--- config.mk ---
export PLATFORM = sky130hd
export DESIGN_NAME = bnn_pool2x2
export DESIGN_NICKNAME = d
export VERILOG_FILES = /design/src/rtl/bnn_pool2x2.sv
export SDC_FILE = /design/constraint.sdc
export NUM_CORES = 1
export LEC_CHECK = 0
export CORE_ASPECT_RATIO = 0.75
export CORE_MARGIN = 4
export CORE_UTILIZATION = 46
export CTS_CLUSTER_SIZE = 40
export DETAILED_ROUTE_END_ITERATION = 10
export GPL_ROUTABILITY_DRIVEN = 0
export GPL_TIMING_DRIVEN = 0
export PLACE_DENSITY_LB_ADDON = 0.1
export SLEW_MARGIN = 40
export SYNTH_ARGS = -nofsm -noshare
export SYNTH_HDL_FRONTEND = slang
export SYNTH_SLANG_ARGS = --single-unit
--- constraint.sdc ---
create_clock -name clk -period 3.1 [get_ports clk]
set_clock_uncertainty 0.2 [all_clocks]
set_input_delay 0.62 -clock clk [delete_from_list [all_inputs] [get_ports clk]]
set_output_delay 0.62 -clock clk [all_outputs]
set_load 0.02 [all_outputs]
--- src/rtl/bnn_pool2x2.sv ---
// 2x2 stride-2 binary max-pooling stage: reads square feature-map rows from the conv
// output SRAM and writes header + pooled rows. Define BNN_POOL_MAJORITY_EN for threshold pooling.
module bnn_pool2x2 #(
  parameter int ADDR_W   = 12,
  parameter int DATA_W   = 16,
  parameter int IN_BASE  = 0,
  parameter int OUT_BASE = 0
) (
  input  logic              clk,
  input  logic              reset,
  input  logic              run,
  output logic              busy,
  output logic              done,
  output logic              err,
  output logic [ADDR_W-1:0] dut_sram_read_address,
  input  logic [DATA_W-1:0] sram_dut_read_data,
  output logic [ADDR_W-1:0] dut_sram_write_address,
  output logic [DATA_W-1:0] dut_sram_write_data,
  output logic              wr_enable
);

  localparam logic [3:0] S_IDLE = 4'd0,
                         S_HA   = 4'd1,
                         S_HW8  = 4'd2,
                         S_HWR  = 4'd3,
                         S_RA   = 4'd4,
                         S_RB   = 4'd5,
                         S_CAP  = 4'd6,
                         S_WR   = 4'd7,
                         S_DONE = 4'd8;

  localparam int unsigned HALF_W = DATA_W / 2;

  logic [3:0]        state;
  logic [3:0]        half;
  logic              n_ok;
  logic [3:0]        r;
  logic [DATA_W-1:0] row_a;
  logic [DATA_W-1:0] row_b;
  logic [DATA_W-1:0] pool;
  logic [3:0]        win;

  logic       hdr_hi;
  logic [4:0] hdr_n;
  logic       hdr_ok;

  assign hdr_hi = |sram_dut_read_data[DATA_W-1:5];
  assign hdr_n  = sram_dut_read_data[4:0];
  assign hdr_ok = !hdr_hi && (hdr_n != 5'd0) && !hdr_n[0] && (hdr_n <= 5'd16);

  // Columns at or beyond N/2 are forced to 0 so stray high input bits never leak out.
  always_comb begin
    pool = '0;
    win  = '0;
    for (int unsigned j = 0; j < HALF_W; j++) begin
      win = {row_a[2*j], row_a[2*j+1], row_b[2*j], row_b[2*j+1]};
      if (j < 32'(half)) begin
`ifdef BNN_POOL_MAJORITY_EN
        pool[j] = (win[3] & win[2]) | (win[3] & win[1]) | (win[3] & win[0]) |
                  (win[2] & win[1]) | (win[2] & win[0]) | (win[1] & win[0]);
`else
        pool[j] = |win;
`endif
      end
    end
  end

  always_ff @(posedge clk or posedge reset) begin
    if (reset) begin
      state                  <= S_IDLE;
      half                   <= '0;
      n_ok                   <= 1'b0;
      r                      <= '0;
      row_a                  <= '0;
      row_b                  <= '0;
      busy                   <= 1'b0;
      done                   <= 1'b0;
      err                    <= 1'b0;
      dut_sram_read_address  <= '0;
      dut_sram_write_address <= '0;
      dut_sram_write_data    <= '0;
      wr_enable              <= 1'b0;
    end else begin
      wr_enable <= 1'b0;
      done      <= 1'b0;
      case (state)
        S_IDLE: begin
          if (run) begin
            err   <= 1'b0;
            state <= S_HA;
          end
        end
        S_HA: begin
          busy                  <= 1'b1;
          dut_sram_read_address <= ADDR_W'(IN_BASE);
          state                 <= S_HW8;
        end
        S_HW8: begin
          n_ok <= hdr_ok;
          if (!hdr_hi) half <= hdr_n[4:1];
          state <= S_HWR;
        end
        S_HWR: begin
          wr_enable              <= 1'b1;
          dut_sram_write_address <= ADDR_W'(OUT_BASE);
          r                      <= '0;
          if (n_ok) begin
            dut_sram_write_data <= DATA_W'(half);
            state               <= S_RA;
          end else begin
            dut_sram_write_data <= '0;
            err                 <= 1'b1;
            state               <= S_DONE;
          end
        end
        S_RA: begin
          dut_sram_read_address <= ADDR_W'(IN_BASE + 1) + ADDR_W'({r, 1'b0});
          state                 <= S_RB;
        end
        S_RB: begin
          dut_sram_read_address <= ADDR_W'(IN_BASE + 2) + ADDR_W'({r, 1'b0});
          row_a                 <= sram_dut_read_data;
          state                 <= S_CAP;
        end
        S_CAP: begin
          row_b <= sram_dut_read_data;
          state <= S_WR;
        end
        S_WR: begin
          wr_enable              <= 1'b1;
          dut_sram_write_address <= ADDR_W'(OUT_BASE + 1) + ADDR_W'(r);
          dut_sram_write_data    <= pool;
          r                      <= r + 4'd1;
          state                  <= (r + 4'd1 == half) ? S_DONE : S_RA;
        end
        S_DONE: begin
          done  <= 1'b1;
          busy  <= 1'b0;
          state <= S_IDLE;
        end
        default: state <= S_IDLE;
      endcase
    end
  end

endmodule
* Word-level counts from Yosys, hierarchy flattened
Index checks and enable logic that the tools add are counted.
** Storage, ports and cells
- Bits in registers :: 89
- Bits in latches :: 0
- Bits in writable memories :: 0
- Memory bits (read-only) :: 0
- Word-level logic and storage cells :: 84
- Memories :: 0
** Operators by class
- Add/subtract/negate cells :: 4
- Multiply operators :: 0
- Divide/modulo/power cells :: 0
- Order comparisons :: 9
- Equality and inequality tests :: 11
- Shift operators :: 0
- Mux-type cells :: 23
- Bitwise gates (word level) :: 1
- Reductions and logical operators :: 23
** Operator list (count)
- one-hot mux 12 bit (3 select lines) :: 1
- one-hot mux 16 bit (2 select lines) :: 1
- one-hot mux 4 bit (8 select lines) :: 1
- OR reduction 4 bit :: 8
- one-hot mux 12 bit (2 select lines) :: 1
- == test 4 x 3 -> 1 bit, second input constant :: 4
- < comparator 3 x 4 -> 1 bit, first input constant :: 4
- 2-to-1 mux 4 bit :: 4
- 2-to-1 mux 1 bit :: 12
- OR reduction 11 bit :: 1
- == test 4 x 2 -> 1 bit, second input constant :: 2
- < comparator 1 x 4 -> 1 bit, first input constant :: 2
- < comparator 2 x 4 -> 1 bit, first input constant :: 2
- one-hot mux 4 bit (2 select lines) :: 1
- adder 1 x 5 -> 6 bit, first input constant :: 1
- adder 2 x 5 -> 6 bit, first input constant :: 1
- nonzero test 2 bit :: 3
- adder 1 x 4 -> 5 bit, first input constant :: 1
- <= comparator 5 bit, second input constant :: 1
- nonzero test 5 bit :: 1
- adder 4 x 1 -> 4 bit, second input constant :: 1
- == test 4 x 1 -> 1 bit, second input constant :: 1
- == test 4 bit :: 1
- == test 4 bit, second input constant :: 1
- 10 further kinds :: 15

* Longest topological paths before layout
Gate-level depths: netlist of the first run.
- Depth in word-level cells :: 5
- Depth in mapped cells :: 5
- Mapped depth without buffers :: 4

* Worst setup path before layout of the first run
OpenSTA, ideal clock, no wires.
- Path kind :: flip-flop to flip-flop
- Start point :: reg state[3]
- End point :: reg row_b[0]
- Data arrival time :: 1580 ps
- Required time :: 2775 ps
- Setup slack :: 1195 ps
- Cell stages (with the launch flop) :: 6
- Clock period less this slack :: 1905 ps
- Path through :: dfrtp_1 > buf_2 > nand2b_1 > nor3b_4 > buf_6 > mux2_2
** On the way
- Word-level cells in the longest chain between the ends :: 1
** Ends and longest elaborated chain
- start, declared :: line 34 : logic [3:0] state;
- start signal, assigned :: line 134 : state <= (r + 4'd1 == half) ? S_DONE : S_RA;
- == test 4 x 3 -> 1 bit :: line 86 : case (state)
- end signal, assigned :: line 126 : row_b <= sram_dut_read_data;
- end, declared :: line 39 : logic [DATA_W-1:0] row_b;
Every way passes these cells.
A chain may end at the register's enable or synchronous reset.

==> flow_summary_export.csv, run 1 <==
group,metric,value,unit
finish,final_common_cell,"dfrtp_1",
critical_path,critical_path_depth,1,
finish,drive_above_1_share,25.8,%
critical_path,worstRegToRegCells,5,
outcome,outcome,"finished, final reports clean",
clocking,htree_levels,3,
critical_path,r2r-start,"state[3]",
clocking,cts_root_buf,"clkbuf_8",
timing,hold_violations,0,
critical_path,endpoint_kind,"output port",
timing,fin_crit,2310,ps
synthesis,synthSimpleGateAreaFrac,11.7,%
placement,io_buffers,41,
critical_path,cp_top_family,"buffers and inverters",
timing,slew_headroom,52.6,%
critical_path,slowest_delay,660,ps
synthesis,synth_top_family_by_area,"multiplexers",
clocking,hold_buffers,0,
grt,grt_pass1_wl,10900,um
power,powerDensity,601,nW/um2
die,core_region_area,6350,um2
synthesis,dominantRegCellSynth,"dfrtp_1",
clocking,clk_pin_slew,70,ps
clocking,cts-buffers-inserted,9,
timing,fin_tns_setup,0,ps
drt,drc_errors,0,
finish,fillCellCount,533,
finish,final_cell_mix,"64 x dfrtp_1, 41 x clkdlybuf4s50_1, 35 x mux2_2",
drt,via_count,2075,
critical_path,reg2reg_slack,930,ps
critical_path,cp-start-kind,"flop",
timing,clock.fmax,433,MHz
grt,grt_pass1_vias,2067,
power,ir_drop,334,uV
timing,fin_ws,790,ps
clocking,cts_tree,"yes",
synthesis,synthXorXnorAreaFrac,3.65,%
clocking,cts_resized,0,
finish,final_util,61.0,%
synthesis,synth_warnings,0,
synthesis,ys_ff_latch,64,
critical_path,slowest_stage,"clkdlybuf4s50_1",
timing,drv_slew,0,
drt,via_per_inst,5.11,
die,rows,25,
synthesis,synth_area,3020,um2
drt,first_pass_iters,4,
critical_path,crit_fanout,8,
synthesis,syn_area_per_cell,12.2,um2
critical_path,worstPathArrival,1490,ps
grt,grt_overflow,0,
finish,design_area,3870,um2
die,die_x,102,um
synthesis,synthCells,248,
synthesis,ys_seq_area_share,53.1,%
power,leakagePower,0.00185,uW
drt,dr.first_iter.drc_count,110,
placement,place_area,3630,um2
clocking,clock_sink_count,64,
clocking,cts_setup_buffers,0,
finish,final_nets,341,
synthesis,synth.distinct_cells,50,
timing,rsz0062_at_grt,"no",
critical_path,required,2280,ps
grt,antenna_found_initial,0,
die,dieHeight,78.1,um
grt,track_usage,18.2,%
die,io_pins,63,
drt,wl_per_cell,16.1,um
flow_run,drv_cap,0,
critical_path,cp_cell_sequence,"clkdlybuf4s50_1",
synthesis,synth_edf_count,0,
die,initial_core_util,47.5,%
clocking,cts_buffer_depth,2,
synthesis,synth_compound_area_share,9.41,%
critical_path,crit_path_end,"dut_sram_write_address[0]",
timing,post-route-period-util,74.5,%
critical_path,rr_endpoint,"row_b[11]",
min_path,min_from,"dut_sram_write_data[6]",
placement,place_hpwl,4630,um
die,dieArea,7930,um2
finish,antenna-diode-count,0,
placement,dp_slack,438,ps
grt,grt_max_degree,44,
critical_path,path_buf_inv,1,
timing,tightest_slew,705,ps
timing,setup_viol,0,
critical_path,critPathLaunch,"r[0]",
drt,antenna_left,0,
min_path,hp-class,"reg2reg",
drt,wirelength,6520,um
clocking,clk_latency,340,ps
synthesis,muxShareOfSynthArea,13.8,%
finish,areaGrowthSynthToFinish,28.4,%
synthesis,synth-adder-area-share,0.415,%
synthesis,async_flop_share,100,%
critical_path,critPathKind,"reg2out",
cell type report:
type                            instances  area (um2)  share of cell area, %
Buffer                                 33         224                   5.78
Clock buffer                           13         179                   4.62
Clock inverter                          2        60.1                   1.55
Inverter                                4        17.5                  0.452
Multi-Input combinational cell        167        1250                   32.3
Sequential cell                        64        1600                   41.3
Tap cell                               81         101                   2.62
Timing Repair Buffer                   42         438                   11.3
cell families (layout without fill, tap and decap cells):
| logic type | count (synthesis) | in the layout |
|---|---|---|
| multiplexers | 37 | 37 |
| other | 1 | 21 |
| AND/OR/NAND/NOR | 56 | 56 |
| adder cells (fa/ha/maj) | 1 | 1 |
| XOR/XNOR | 11 | 11 |
| AO/OA/AOI/OAI | 41 | 41 |
| flip-flops | 64 | 64 |
| buffers and inverters | 37 | 94 |
worst min-delay path by stage:
stage | end | slack, ps | cells after the start
after CTS | dut_sram_write_data[6] | 290 | 2
final | dut_sram_write_data[6] | 290 | 2
after global routing | row_b[10] | 310 | 1
after global placement | dut_sram_write_data[6] | 270 | 2
after detailed placement | dut_sram_write_data[6] | 270 | 2
after floorplan | row_b[9] | 260 | 1
per-stage QoR:
| step | instances | hold WS (ps) | total power [uW] |
|---|---|---|---|
| 2_1_floorplan | 268 | 258 | 1310 |
| 3_3_place_gp | 390 | 271 | 1490 |
| 3_5_place_dp | 391 | 274 | 1500 |
| 4_1_cts | 406 | 289 | 2360 |
| 5_1_grt | 406 | 315 | 2450 |
| 6_report | 406 | 287 | 2330 |
metal layers:
| metal | vias up | GRT usage (%) | wire length [um] |
|---|---|---|---|
| li1 | 1003 | - | - |
| met1 | 1008 | 26.9 | 3230 |
| met2 | 59 | 25.1 | 2880 |
| met3 | 5 | 6.13 | 348 |
| met4 | 0 | 5.58 | 61 |
| met5 | - | 0 | 0 |
report_power, final:
group | internal [uW] | switching [uW]
logic | 236 | 309
registers | 899 | 40.9
clock network | 537 | 309
Yosys cell counts (3+ instances only):
cell type	instances	area [um2]
dfrtp_1	64	1600
nand3_1	5	25.0
a21oi_1	7	35.0
o21ai_0	9	45.0
a31oi_1	3	18.8
nor2_1	7	26.3
o31ai_1	5	37.5
a22o_1	3	26.3
buf_4	21	158
nor3_1	3	15.0
mux2_2	35	394
buf_2	5	25.0
nor4_1	5	31.3
or4_1	3	22.5
nand2_1	12	45.0
xnor2_1	6	52.6
inv_1	3	11.3
xor2_1	4	35.0
clkbuf_1	3	11.3
o2bb2ai_1	4	35.0
flip-flops by register name, summed over array words and instances (netlist names), 2 cells and up:
signal	flops
state	4
row_b	16
dut_sram_write_address	2
dut_sram_write_data	8
row_a	16
dut_sram_read_address	6
half	4
r	3
Note: power is estimated with default switching activity, not from simulation.
==> run 2: changes to the inputs <==
clock period = 1.95 ns   (was 3.1 ns; I/O delays follow)
==> run 2 against run 1 <==
Net effect:
- power up 58%
- via count up 3.1%
- register-to-register slack worse by 890 ps
- hold slack worse by 53 ps
- critical path type is now reg2reg
- largest cell class unchanged
==> flow_summary_export.csv, run 2 (synthesis results as in run 1) <==
group,metric,value,unit
outcome,outcome,"finished, final reports clean",
timing,fin_crit,1910,ps
power,leakagePower,0.00198,uW
clocking,clk_latency,340,ps
finish,reg_top3,"row_a (16), row_b (16), dut_sram_write_data (8)",
grt,grt_pass1_wl,10700,um
drt,wl_per_cell,15.6,um
critical_path,endpoint_kind,"flop",
clocking,cts_tree,"yes",
clocking,cts_root_buf,"clkbuf_8",
grt,grt_pass1_vias,2090,
drt,via_per_inst,5.14,
critical_path,crit_path_end,"half[2]",
die,initial_core_util,47.5,%
finish,final_util,63.0,%
critical_path,worstRegToRegCells,4,
finish,antenna-diode-count,0,
grt,grt_overflow,0,
finish,final_cell_mix,"64 x dfrtp_1, 35 x mux2_2, 31 x clkdlybuf4s50_1",
timing,slew_headroom,57.6,%
critical_path,rr_endpoint,"half[2]",
die,core_region_area,6350,um2
timing,post-route-period-util,98.2,%
finish,areaGrowthSynthToFinish,32.6,%
critical_path,critPathKind,"reg2reg",
drt,via_count,2139,
timing,drv_slew,0,
grt,grt_max_degree,24,
timing,hold_violations,0,
flow_run,drv_cap,0,
critical_path,r2r-start,"state[0]",
critical_path,slowest_delay,520,ps
finish,design_area,4000,um2
die,rows,25,
clocking,cts-buffers-inserted,9,
drt,first_pass_iters,4,
critical_path,reg2reg_slack,40,ps
critical_path,slowest_stage,"or4b_4",
die,die_x,102,um
critical_path,crit_fanout,10,
min_path,hp-class,"in2async",
drt,dr.first_iter.drc_count,119,
finish,final_nets,351,
die,dieHeight,78.1,um
drt,drc_errors,0,
die,dieArea,7930,um2
placement,io_buffers,41,
critical_path,required,1970,ps
clocking,htree_levels,3,
critical_path,cp-start-kind,"flop",
timing,setup_viol,0,
placement,place_area,3660,um2
drt,antenna_left,0,
timing,tightest_slew,629,ps
critical_path,worstPathArrival,1940,ps
grt,antenna_found_initial,0,
timing,clock.fmax,522,MHz
power,ir_drop,420,uV
grt,track_usage,17.9,%
clocking,hold_buffers,0,
clocking,cts_buffer_depth,2,
finish,final_common_cell,"dfrtp_1",
clocking,clk_pin_slew,70,ps
critical_path,cp_cell_sequence,"buf_2 -> or4b_4 -> nand4b_4 -> mux2_2",
placement,dp_slack,-471,ps
timing,fin_ws,35.4,ps
placement,place_hpwl,4740,um
power,powerDensity,919,nW/um2
critical_path,critPathLaunch,"state[0]",
finish,drive_above_1_share,29.0,%
die,io_pins,63,
drt,wirelength,6510,um
timing,holdWs,233,ps
clocking,clock_sink_count,64,
-- run 2: cell types whose count changed in the layout (fill, tap and decap cells not counted), moves of 3 or more --
cell	change
clkdlybuf4s50_1	-10
dlygate4sd2_1	+5
buf_4	+7
buf_6	+4
buf_2	-3
dlymetal6s2s_1	+5
-- run 2: what timing repair did --
action	CTS	global route
gates resized for setup	14	10
pin swaps	1	1
setup endpoints to repair	35	25
cloned	1	0
buffers inserted	5	3
-- run 2: worst min path at each step --
stage	from	depth (start not counted)	to	slack, ps
global placement	dut_sram_write_data[6]	2	dut_sram_write_data[6]	270
global route	reset	2	row_b[3]	260
finish	reset	2	row_b[3]	230
floorplan	row_b[9]	1	row_b[9]	260
detailed placement	dut_sram_write_data[6]	2	dut_sram_write_data[6]	280
CTS	reset	2	row_b[3]	230
-- run 2: stage by stage --
step                      std cells  power [uW]  setup TNS, ps
after detailed placement        392        2390          -6480
after CTS                       413        3680              0
after global placement          390        2370         -17640
final                           416        3680              0
after global routing            416        3850        -0.0224
after floorplan                 268        2080              0
-- run 2: report_power, final --
part / total (uW) / leakage [uW] / switching [uW] / internal (uW)
logic: 917 / 0.000996 / 505 / 413
clock network: 1260 / 0.000112 / 484 / 781
registers: 1500 / 0.000876 / 68.2 / 1430
total: 3680 / 0.00198 / 1060 / 2620
-- run 2: worst max-delay path, delay by kind of cell, from the launching register on --
kind,cells,cell delay [ps]
and+or+nand+nor,2,740
buffers and inverters,1,180
muxes,1,310
DFF,1,370
-- run 2: per-layer routing --
layer	part of all wire (%)	track usage (%)	up-vias
met5	0	0	-
met3	6.3	6.39	14
met2	43	24.7	62
li1	-	-	1024
met4	1.8	5.31	0
met1	49	26.2	1039
-- run 2: cell type report --
class                      instances  area, um2
timing repair buffer              52        547
fill                             518       2350
inverter                           4       18.8
clock inverter                     3       65.1
buffer                            33        239
multi-input combinational        167       1270
sequential                        64       1600
tap                               81        101
clock buffer                      12        155
==> RTL edit: new RTL, settings of run 2 <==
Add an input register stage for `run` and `sram_dut_read_data`; this delays them by one clock.
--- a/src/rtl/bnn_pool2x2.sv
+++ b/src/rtl/bnn_pool2x2.sv
@@ -31,6 +31,14 @@
 
   localparam int unsigned HALF_W = DATA_W / 2;
 
+  logic run_q;
+  logic [DATA_W-1:0] sram_dut_read_data_q;
+
+  always_ff @(posedge clk) begin
+    run_q                <= run;
+    sram_dut_read_data_q <= sram_dut_read_data;
+  end
+
   logic [3:0]        state;
   logic [3:0]        half;
   logic              n_ok;
@@ -44,8 +52,8 @@
   logic [4:0] hdr_n;
   logic       hdr_ok;
 
-  assign hdr_hi = |sram_dut_read_data[DATA_W-1:5];
-  assign hdr_n  = sram_dut_read_data[4:0];
+  assign hdr_hi = |sram_dut_read_data_q[DATA_W-1:5];
+  assign hdr_n  = sram_dut_read_data_q[4:0];
   assign hdr_ok = !hdr_hi && (hdr_n != 5'd0) && !hdr_n[0] && (hdr_n <= 5'd16);
 
   // Columns at or beyond N/2 are forced to 0 so stray high input bits never leak out.
@@ -85,7 +93,7 @@
       done      <= 1'b0;
       case (state)
         S_IDLE: begin
-          if (run) begin
+          if (run_q) begin
             err   <= 1'b0;
             state <= S_HA;
           end
@@ -119,11 +127,11 @@
         end
         S_RB: begin
           dut_sram_read_address <= ADDR_W'(IN_BASE + 2) + ADDR_W'({r, 1'b0});
-          row_a                 <= sram_dut_read_data;
+          row_a                 <= sram_dut_read_data_q;
           state                 <= S_CAP;
         end
         S_CAP: begin
-          row_b <= sram_dut_read_data;
+          row_b <= sram_dut_read_data_q;
           state <= S_WR;
         end
         S_WR: begin
Check against the original RTL: not equivalent (Yosys sat finds a counterexample within 4 cycles, from zero or initial values and one cycle with reset high).
==> RTL edit against run 2 <==
Power rose by 11%; area after synthesis is 14% higher; first-iteration DRC count fell by 37%; combinational power down 7.5%; non-clock buffer count decreased by 7; setup slack improved by 0.016 ns; via count rose by 6.7%; clock power is 6% higher; design area grew 8.5%; wire length up 8.5%; sequential cell count grew 17; sequential share of layout area grew 4.7 points; largest cell class unchanged; highest routed layer unchanged.
==> RTL edit: results (changes against run 2) <==
- The met1 demand-to-capacity share in global routing is 25.34% (-0.85 points).
- Via-per-instance ratio: 4.939 (-3.9%)
- The clock tree cell share of total cell area was 5.069% (-0.43 points).
* Clkbuf count: 11 (-1)
* Global-route wire length before repair: 11.63 mm (+8.4%)
- The layout multi-input combinational cell count is 182 (+9.0%).
* Placed Cells: 446 (+14%)
- The number of gates resized after cts was 5 (-9).
- The worst-case register-to-register setup slack is 0.05 ns (+0.02 ns).
- Placed inst area: 0.004104 mm^2 (+12%)
* Post-route met1 wirelength: 3.522 mm (+11%)
- Largest voltage drop on the vdd net: 0.4006 mV (-4.6%)
- Area of the multi-input gates: 0.001296 mm^2 (+1.7%)
- The finished layout cell area was 0.004344 mm^2 (+8.5%).
- By area the synthesized netlist is led by sky130_fd_sc_hd__dfrtp_1 47%, sky130_fd_sc_hd__dfxtp_1 9.9%, sky130_fd_sc_hd__mux2_4 8.3%, sky130_fd_sc_hd__mux2_2 5.6%, sky130_fd_sc_hd__buf_4 4.8%.
- Status: completed
- The part of the Yosys area used for sequential elements is 56.44% (+3.4 points).
- The number of global-route vias before repair is 2175 (+4.1%).
* Share of synthesized area spent on multiplexers: 13.85% (+0.090 points)
- Estimated wirelength of the detail-placed design: 5.194 mm (+9.6%)
* Met3 track demand over resource: 4.118% (-2.3 points)
- Sequential share of cell area: 44.73% (+4.7 points)
* Non-clock buffers, area share: 17.02% (-2.6 points)
- Switching power share of the total: 28.53% (-0.19 points)
- Logic pwr share: 20.8% (-4.1 points)
- Leak pwr: 2.118 nW (+6.7%)
- In this run the worst setup path terminates at state[2]$_DFFE_PP0P_.
* Pin count of the biggest net entering global routing: 26 (+8.3%)
- Compound-cell area share of the yosys netlist: 8.545% (-0.87 points)
* Via total after detailed routing: 2282 (+6.7%)
- The fraction of layout cells with a size suffix above 1 came to 25.48% (-3.5 points).
* Worst-path fanout max: 8 (-2)
* Per-instance average area after synthesis: 12.20 um^2 (+0.27%)
- Sorting the synthesized cells by how often they occur yields 64 x sky130_fd_sc_hd__dfrtp_1, 22 x sky130_fd_sc_hd__buf_4, 19 x sky130_fd_sc_hd__mux2_4, 19 x sky130_fd_sc_hd__nand2_1.
- The number of nets in the finished design came to 376 (+7.1%).
- The sink count of the clock tree came to 81 (+27%).
* Number of setup buffers added after CTS: 0 (-5)
- Hold Worst Slack: 0.2344 ns (+0.001083 ns)
* Count of non-CTS buffers in the layout: 78 (-8.2%)
- Reg2reg path depth: 5 (+1)
- Post-synthesis adder-cell area fraction: 0.3636% (-0.051 points)
- Power drawn by the clock network: 1.34 mW (+6%)
- Proportion of synthesized flip-flops having asynchronous set or reset: 79.01% (-21 points)
* WL met3: 454 um (+11%)
==> RTL edit: metrics by stage <==
| stage | utilization [%] | total power, mW | setup WS (ns) |
|---|---|---|---|
| 3_3_place_gp | 55.59 | 2.752 | -0.1912 |
| 5_1_grt | 59.53 | 4.287 | -0.01166 |
| 2_1_floorplan | - | 2.461 | 0.2066 |
| 4_1_cts | 59.17 | 4.118 | 0.0006114 |
| 6_report | 59.53 | 4.076 | 0.05119 |
| 3_5_place_dp | 56.24 | 2.780 | 0.07194 |
==> RTL edit: critical path, stage by stage (launching register included) <==
cell                       delay (ns)
sky130_fd_sc_hd__dfrtp_1         0.48
sky130_fd_sc_hd__ha_1            0.32
sky130_fd_sc_hd__xnor2_1         0.16
sky130_fd_sc_hd__xnor2_1         0.26
sky130_fd_sc_hd__nor3_1          0.10
sky130_fd_sc_hd__a221oi_1        0.28
